===== config.mk =====
export PLATFORM = sky130hd
export DESIGN_NAME = mem_model_burst_sched_flat
export DESIGN_NICKNAME = d
export VERILOG_FILES = /design/src/rtl/mem_model_pkg.sv /design/src/rtl/mem_model_burst_sched_if.sv /design/src/rtl/mem_model_burst_addr_gen.sv /design/src/rtl/mem_model_burst_sched.sv /design/src/flat_wrapper.sv
export SDC_FILE = /design/constraint.sdc
export NUM_CORES = 1
export LEC_CHECK = 0
export CAP_MARGIN = 25
export CORE_ASPECT_RATIO = 2
export CORE_UTILIZATION = 36
export CTS_BUF_LIST = sky130_fd_sc_hd__clkbuf_16
export CTS_CLUSTER_SIZE = 40
export DETAILED_ROUTE_END_ITERATION = 8
export GPL_ROUTABILITY_DRIVEN = 0
export PLACE_DENSITY_LB_ADDON = 0.3
export SLEW_MARGIN = 10
export SYNTH_ARGS = -nofsm -noshare
export SYNTH_HDL_FRONTEND = slang
export SYNTH_SLANG_ARGS = --single-unit
export TNS_END_PERCENT = 100

===== constraint.sdc =====
create_clock -name clk -period 1.8 [get_ports clk]
set_clock_uncertainty 0.15 [all_clocks]
set_input_delay 0.36 -clock clk [delete_from_list [all_inputs] [get_ports clk]]
set_output_delay 0.36 -clock clk [all_outputs]
set_load 0.02 [all_outputs]

===== src/rtl/mem_model_pkg.sv =====
// Shared state encoding and command-word field layout for the memory model.
package mem_model_pkg;

  typedef enum logic {
    IDLE  = 1'b0,
    BURST = 1'b1
  } state_e;

  // Queue head layout is {rnw, count, addr}; offsets depend on the field widths.
  localparam int ADDR_LSB = 0;

  function automatic int cnt_lsb(input int addr_width);
    return addr_width;
  endfunction

  function automatic int rnw_bit(input int addr_width, input int cnt_width);
    return addr_width + cnt_width;
  endfunction

endpackage


===== src/rtl/mem_model_burst_sched_if.sv =====
// Queue, word-port and data handshake bundle around the burst scheduler.
interface mem_model_burst_sched_if #(
  parameter int ADDR_WIDTH = 32,
  parameter int CNT_WIDTH  = 12,
  parameter int DATA_WIDTH = 32
);
  logic                          q_empty;
  logic [ADDR_WIDTH+CNT_WIDTH:0] q_rdata;
  logic                          q_read;
  logic [ADDR_WIDTH-1:0]         mem_addr;
  logic                          mem_write;
  logic                          mem_read;
  logic [DATA_WIDTH-1:0]         mem_writedata;
  logic [DATA_WIDTH-1:0]         mem_readdata;
  logic                          mem_wait;
  logic                          wd_valid;
  logic [DATA_WIDTH-1:0]         wd_data;
  logic                          wd_ready;
  logic                          rd_valid;
  logic [DATA_WIDTH-1:0]         rd_data;

  // Scheduler side.
  modport master (
    input  q_empty, q_rdata, mem_readdata, mem_wait, wd_valid, wd_data,
    output q_read, mem_addr, mem_write, mem_read, mem_writedata, wd_ready,
           rd_valid, rd_data
  );

  // Queue / memory / data-source side.
  modport slave (
    output q_empty, q_rdata, mem_readdata, mem_wait, wd_valid, wd_data,
    input  q_read, mem_addr, mem_write, mem_read, mem_writedata, wd_ready,
           rd_valid, rd_data
  );
endinterface


===== src/rtl/mem_model_burst_addr_gen.sv =====
// Beat address and remaining-beat counter for one burst.
module mem_model_burst_addr_gen #(
  parameter int ADDR_WIDTH = 32,
  parameter int CNT_WIDTH  = 12,
  parameter int ADDR_INCR  = 4
) (
  input  logic                  clk,
  input  logic                  reset_n,
  input  logic                  load,
  input  logic                  step,
  input  logic [ADDR_WIDTH-1:0] load_addr,
  input  logic [CNT_WIDTH-1:0]  load_cnt,
  output logic [ADDR_WIDTH-1:0] addr,
  output logic                  last
);
  logic [ADDR_WIDTH-1:0] addr_q, addr_d;
  logic [CNT_WIDTH:0]    beats_q, beats_d;

  // Load a new burst, or advance one beat; address wraps modulo 2^ADDR_WIDTH.
  always_comb begin
    addr_d  = addr_q;
    beats_d = beats_q;
    if (load) begin
      addr_d  = load_addr;
      // A zero count means the full 2^CNT_WIDTH beats, hence the extra bit.
      beats_d = (load_cnt == '0) ? {1'b1, {CNT_WIDTH{1'b0}}} : {1'b0, load_cnt};
    end else if (step) begin
      addr_d  = addr_q + ADDR_WIDTH'(ADDR_INCR);
      beats_d = beats_q - (CNT_WIDTH+1)'(1);
    end
  end

  // Address / count registers.
  always_ff @(posedge clk or negedge reset_n) begin
    if (!reset_n) begin
      addr_q  <= '0;
      beats_q <= '0;
    end else begin
      addr_q  <= addr_d;
      beats_q <= beats_d;
    end
  end

  assign addr = addr_q;
  assign last = (beats_q == (CNT_WIDTH+1)'(1));
endmodule


===== src/rtl/mem_model_burst_sched.sv =====
// Pops burst commands and sequences them into per-word memory accesses.
module mem_model_burst_sched
  import mem_model_pkg::*;
#(
  parameter int ADDR_WIDTH = 32,
  parameter int CNT_WIDTH  = 12,
  parameter int DATA_WIDTH = 32,
  parameter int ADDR_INCR  = 4
) (
  input  logic                     clk,
  input  logic                     reset_n,
  input  logic                     clr,
  mem_model_burst_sched_if.master  bus,
  output logic                     busy,
  output logic                     burst_done
);
  localparam int CNT_LSB = cnt_lsb(ADDR_WIDTH);
  localparam int RNW_BIT = rnw_bit(ADDR_WIDTH, CNT_WIDTH);

  state_e                state_q, state_d;
  logic                  rnw_q, rnw_d;
  logic                  done_q, done_d;
  logic                  rd_valid_q, rd_valid_d;
  logic [DATA_WIDTH-1:0] rd_data_q, rd_data_d;
  logic                  load, step, last;
  logic                  q_read, mem_write, mem_read, wd_ready;

  mem_model_burst_addr_gen #(
    .ADDR_WIDTH (ADDR_WIDTH),
    .CNT_WIDTH  (CNT_WIDTH),
    .ADDR_INCR  (ADDR_INCR)
  ) u_addr_gen (
    .clk       (clk),
    .reset_n   (reset_n),
    .load      (load),
    .step      (step),
    .load_addr (bus.q_rdata[ADDR_LSB +: ADDR_WIDTH]),
    .load_cnt  (bus.q_rdata[CNT_LSB +: CNT_WIDTH]),
    .addr      (bus.mem_addr),
    .last      (last)
  );

  // Next state, handshake gating and beat generation; clr kills every transfer.
  always_comb begin
    state_d    = state_q;
    rnw_d      = rnw_q;
    done_d     = 1'b0;
    rd_valid_d = 1'b0;
    rd_data_d  = rd_data_q;
    load       = 1'b0;
    step       = 1'b0;
    q_read     = 1'b0;
    mem_write  = 1'b0;
    mem_read   = 1'b0;
    wd_ready   = 1'b0;
    unique case (state_q)
      IDLE: begin
        if (!bus.q_empty && !clr) begin
          q_read  = 1'b1;
          load    = 1'b1;
          rnw_d   = bus.q_rdata[RNW_BIT];
          state_d = BURST;
        end
      end
      BURST: begin
        if (clr) begin
          state_d = IDLE;
        end else begin
          if (rnw_q) begin
            mem_read = 1'b1;
            if (!bus.mem_wait) begin
              step       = 1'b1;
              rd_valid_d = 1'b1;
              rd_data_d  = bus.mem_readdata;
            end
          end else begin
            mem_write = bus.wd_valid;
            wd_ready  = bus.wd_valid & ~bus.mem_wait;
            step      = wd_ready;
          end
          if (step && last) begin
            state_d = IDLE;
            done_d  = 1'b1;
          end
        end
      end
      default: state_d = IDLE;
    endcase
  end

  // State and registered outputs.
  always_ff @(posedge clk or negedge reset_n) begin
    if (!reset_n) begin
      state_q    <= IDLE;
      rnw_q      <= 1'b0;
      done_q     <= 1'b0;
      rd_valid_q <= 1'b0;
      rd_data_q  <= '0;
    end else begin
      state_q    <= state_d;
      rnw_q      <= rnw_d;
      done_q     <= done_d;
      rd_valid_q <= rd_valid_d;
      rd_data_q  <= rd_data_d;
    end
  end

  assign bus.q_read        = q_read;
  assign bus.mem_write     = mem_write;
  assign bus.mem_read      = mem_read;
  assign bus.wd_ready      = wd_ready;
  assign bus.mem_writedata = bus.wd_data;
  assign bus.rd_valid      = rd_valid_q;
  assign bus.rd_data       = rd_data_q;
  assign busy              = (state_q == BURST);
  assign burst_done        = done_q;
endmodule


===== src/flat_wrapper.sv =====
// flat-port wrapper written by rule: the top's interface ports become plain ports
module mem_model_burst_sched_flat import mem_model_pkg::*;
#(
  parameter int ADDR_WIDTH = 32,
  parameter int CNT_WIDTH  = 12,
  parameter int DATA_WIDTH = 32,
  parameter int ADDR_INCR  = 4
)
  (clk, reset_n, clr, busy, burst_done, bus_q_empty, bus_q_rdata, bus_mem_readdata, bus_mem_wait, bus_wd_valid, bus_wd_data, bus_q_read, bus_mem_addr, bus_mem_write, bus_mem_read, bus_mem_writedata, bus_wd_ready, bus_rd_valid, bus_rd_data);
  mem_model_burst_sched_if #(.ADDR_WIDTH(ADDR_WIDTH), .CNT_WIDTH(CNT_WIDTH), .DATA_WIDTH(DATA_WIDTH)) bus_i ();
  input  logic clk;
  input  logic reset_n;
  input  logic clr;
  output logic busy;
  output logic burst_done;
  input wire logic [$bits(bus_i.q_empty)-1:0] bus_q_empty;
  input wire logic [$bits(bus_i.q_rdata)-1:0] bus_q_rdata;
  input wire logic [$bits(bus_i.mem_readdata)-1:0] bus_mem_readdata;
  input wire logic [$bits(bus_i.mem_wait)-1:0] bus_mem_wait;
  input wire logic [$bits(bus_i.wd_valid)-1:0] bus_wd_valid;
  input wire logic [$bits(bus_i.wd_data)-1:0] bus_wd_data;
  output wire logic [$bits(bus_i.q_read)-1:0] bus_q_read;
  output wire logic [$bits(bus_i.mem_addr)-1:0] bus_mem_addr;
  output wire logic [$bits(bus_i.mem_write)-1:0] bus_mem_write;
  output wire logic [$bits(bus_i.mem_read)-1:0] bus_mem_read;
  output wire logic [$bits(bus_i.mem_writedata)-1:0] bus_mem_writedata;
  output wire logic [$bits(bus_i.wd_ready)-1:0] bus_wd_ready;
  output wire logic [$bits(bus_i.rd_valid)-1:0] bus_rd_valid;
  output wire logic [$bits(bus_i.rd_data)-1:0] bus_rd_data;
  assign bus_i.q_empty = bus_q_empty;
  assign bus_i.q_rdata = bus_q_rdata;
  assign bus_i.mem_readdata = bus_mem_readdata;
  assign bus_i.mem_wait = bus_mem_wait;
  assign bus_i.wd_valid = bus_wd_valid;
  assign bus_i.wd_data = bus_wd_data;
  assign bus_q_read = bus_i.q_read;
  assign bus_mem_addr = bus_i.mem_addr;
  assign bus_mem_write = bus_i.mem_write;
  assign bus_mem_read = bus_i.mem_read;
  assign bus_mem_writedata = bus_i.mem_writedata;
  assign bus_wd_ready = bus_i.wd_ready;
  assign bus_rd_valid = bus_i.rd_valid;
  assign bus_rd_data = bus_i.rd_data;
  mem_model_burst_sched #(.ADDR_WIDTH(ADDR_WIDTH), .CNT_WIDTH(CNT_WIDTH), .DATA_WIDTH(DATA_WIDTH), .ADDR_INCR(ADDR_INCR)) u_core (.clk(clk), .reset_n(reset_n), .clr(clr), .bus(bus_i), .busy(busy), .burst_done(burst_done));
endmodule

==> run summary <==
status: finished, violations left
failing checks: negative setup slack
post-DP HPWL: 9140 µm
CP Launch Point: u_core.u_addr_gen.beats_q[7]
non-filler cells in the finished layout: 728
Slew Limit Fails: 0
reg2reg end: u_core.busy
CTS Root Cell: clkbuf_16
Reg2Reg Depth: 5
Final Cycle Share: 1.13
combinational share of power: 0.351
CTS tree: yes
Initial Utilization: 0.372
global-route wire length before repair: 19200 µm
Core Box Area: 11000 µm²
ant diodes: 0
die boundary width: 77.4 µm
clock sink count: 81
crit path kind: flop to flop
Yosys warnings: 0
CP endpoint: u_core.busy
sequential share of power: 0.371
Total Routed Length: 12500 µm
Pint: 4.74 mW
post-DR vias/cell: 5.11
die area: 11800 µm²
I/O Pins: 218
Syn Inst Count: 401
final hold violations: 0
Worst Path Max Fanout: 3
Yosys cell types: 40
Clk pin slew, worst setup/hold paths: 0.06 ns
chip height: 153 µm
share of the synthesized area in the top cell type: 0.495
maximum clock rate: 492 MHz
Worst slew margin: 0.733
antenna violations before repair: 0
Hold Crit Class: input port to flop
initial DRC count: 146
crit end category: flop
most instantiated library cell after synthesis: dfrtp_1
number of synthesized flops with an enable pin: 0
Max-cap violations: 0
share of cells above drive strength 1: 0.255
GRT Total Usage: 0.211
vias in the first global route: 3864
Post-synth top cells: dfrtp_1 (81), nand2_1 (61), buf_4 (32), mux2_2 (32), o21ai_0 (26)
Inst Count DP: 696
Pwr Density: 1060 nW/µm²
clock buffer count from CTS: 9
DP Area: 6040 µm²
Final min period: 2.03 ns
worst hold start: bus_q_empty
Final Instance Area: 6600 µm²
Synth Flop Type: dfrtp_1
Sw Share: 0.323
Mapped Area: 4100 µm²
setup TNS: -0.684 ns
largest net degree at the start of global routing: 38
type of origin of the critical path: flop
area grow syn2layout: 61.2%
routed vias: 3721
ys async rst share: 1.00
post-synthesis sequential area ratio: 0.495
routed length per instance: 17.2 µm
Leak: 2.96 nW
register bit total from synthesis: 81
router iterations before antenna repair: 5
synthesized net count: 519
reg2reg setup slack: -0.23 ns
Max VDD drop: 0.000559 V
RSZ-0062 raised after global routing: yes
total gr overflow: 0
clock power share: 0.279
Final ANT Viol Nets: 0
required time of the critical path: 1.86 ns
CTS max path bufs: 2
reg2reg start: u_core.u_addr_gen.beats_q[7]
DRC viols: 0
H-tree levels: 3
NumNets Final: 701
Yosys top cell by area: dfrtp_1
actual slew at the worst max-slew pin: 0.397 ns
endpoints failing setup: 7
Worst EP arrival: 2.09 ns
switching pwr: 2.27 mW
Final WS setup: -0.234 ns
worst skew pair latency: 0.33 ns
I/O Buffers: 153
Avg Inst Size Synth: 10.2 µm²
Area contributors post-synth: dfrtp_1 (49%), mux2_2 (8.8%), buf_4 (5.9%)
Core Rows: 54
==> area by class of cell <==
class / count / area [µm²]
Tap cell: 140 / 175
Multi-Input combinational cell: 267 / 1990
Inverter: 6 / 25.0
Sequential cell: 81 / 2030
Clock inverter: 7 / 95.1
Clock buffer: 9 / 225
Fill cell: 923 / 4410
Timing Repair Buffer: 218 / 2060
==> logic make-up (layout without fill, tap and decap cells) <==
logic type / count (synthesis) / after routing / synth area share
xor gates and xnor gates: 28 / 28 / 0.0599
and+or+nand+nor: 153 / 153 / 0.190
adders and majority gates: 3 / 3 / 0.00916
AOI/OAI and AO/OA: 51 / 51 / 0.0788
muxes: 32 / 32 / 0.0880
DFF: 81 / 81 / 0.495
buffers and inverters: 53 / 240 / 0.0794
==> metrics by stage <==
step	hold WS [ns]	total power [mW]	worst slack, ns	util
6_report	0.205	7.01	-0.234	0.600
5_1_grt	0.215	7.34	-0.275	0.600
4_1_cts	0.306	7.00	-0.259	0.581
3_5_place_dp	0.137	5.22	-0.639	0.548
3_3_place_gp	0.135	5.16	-0.630	0.548
2_1_floorplan	-0.0856	3.90	-0.117	-
==> registers in the layout, summed over array words and instances (netlist names) <==
name                       flops
u_core.bus.rd_data            32
u_core.u_addr_gen.addr        32
u_core.u_addr_gen.beats_q     13
u_core.burst_done              1
u_core.bus.rd_valid            1
u_core.busy                    1
u_core.rnw_q                   1
==> per-layer routing <==
metal	vias to the layer above	wire (µm)	global-route usage
met3	45	608	0.0388
met5	-	0	0
met4	0	543	0.126
li1	1740	-	-
met2	144	7060	0.395
met1	1792	4290	0.208
==> layout by cell type (no fill, tap or decap), drive strengths merged, types with 2 or more instances in the layout <==
master         synthesis  routed
a211oi                 2       2
a21oi                  3       3
a221o                  2       2
and2                   3       3
and3                   3       3
buf                   38      67
bufinv                 0       2
clkbuf                 9      11
clkdlybuf4s50          0      79
clkinv                 1       4
dfrtp                 81      81
dlygate4sd2            0      62
dlymetal6s2s           0       7
ha                     3       3
inv                    5       6
mux2                  32      32
nand2                 61      61
nand2b                 2       2
nand3                 11      11
nand3b                 3       3
nand4                 22      22
nor2                  21      21
nor2b                  4       4
nor3                   5       5
nor4                  11      11
o211ai                 8       8
o21ai                 28      28
o311ai                 5       5
or3                    2       2
or4                    2       2
xnor2                  4       4
xor2                  24      24
==> repair_timing <==
item | in CTS | in global routing
hold buffers | 1 | 0
cloned | 1 | 2
pin swaps | 8 | 20
hold endpoints to repair | 21 | 0
endpoints found under the setup margin | 140 | 38
gates resized for setup | 109 | 27
setup buffers | 1 | 11
==> power by group through the flow <==
stage | Sequential [mW] | Clock [mW] | Combinational [mW]
2_1_floorplan | 3.09 | 0 | 0.815
3_3_place_gp | 2.59 | 0 | 2.57
3_5_place_dp | 2.63 | 0 | 2.60
4_1_cts | 2.60 | 1.99 | 2.41
5_1_grt | 2.65 | 2.07 | 2.61
6_report | 2.60 | 1.95 | 2.46
==> worst max-delay path: stages, from the launching register on <==
cell	delay (ns)
dfrtp_1	0.41
nor4_4	0.33
nand3b_1	0.18
or4_4	0.48
nor4b_4	0.25
a211oi_1	0.11
==> how the worst min path moves through the flow <==
stage                     cells past startpoint                      to  slack [ns]
after global placement                        1  u_core.bus.rd_data[30]        0.13
after global routing                          3             u_core.busy        0.21
after detailed placement                      1  u_core.bus.rd_data[30]        0.14
after floorplan                               0       u_core.burst_done       -0.09
final                                         3             u_core.busy        0.21
after CTS                                     3             u_core.busy        0.31
(Power assumes the default switching activity.)
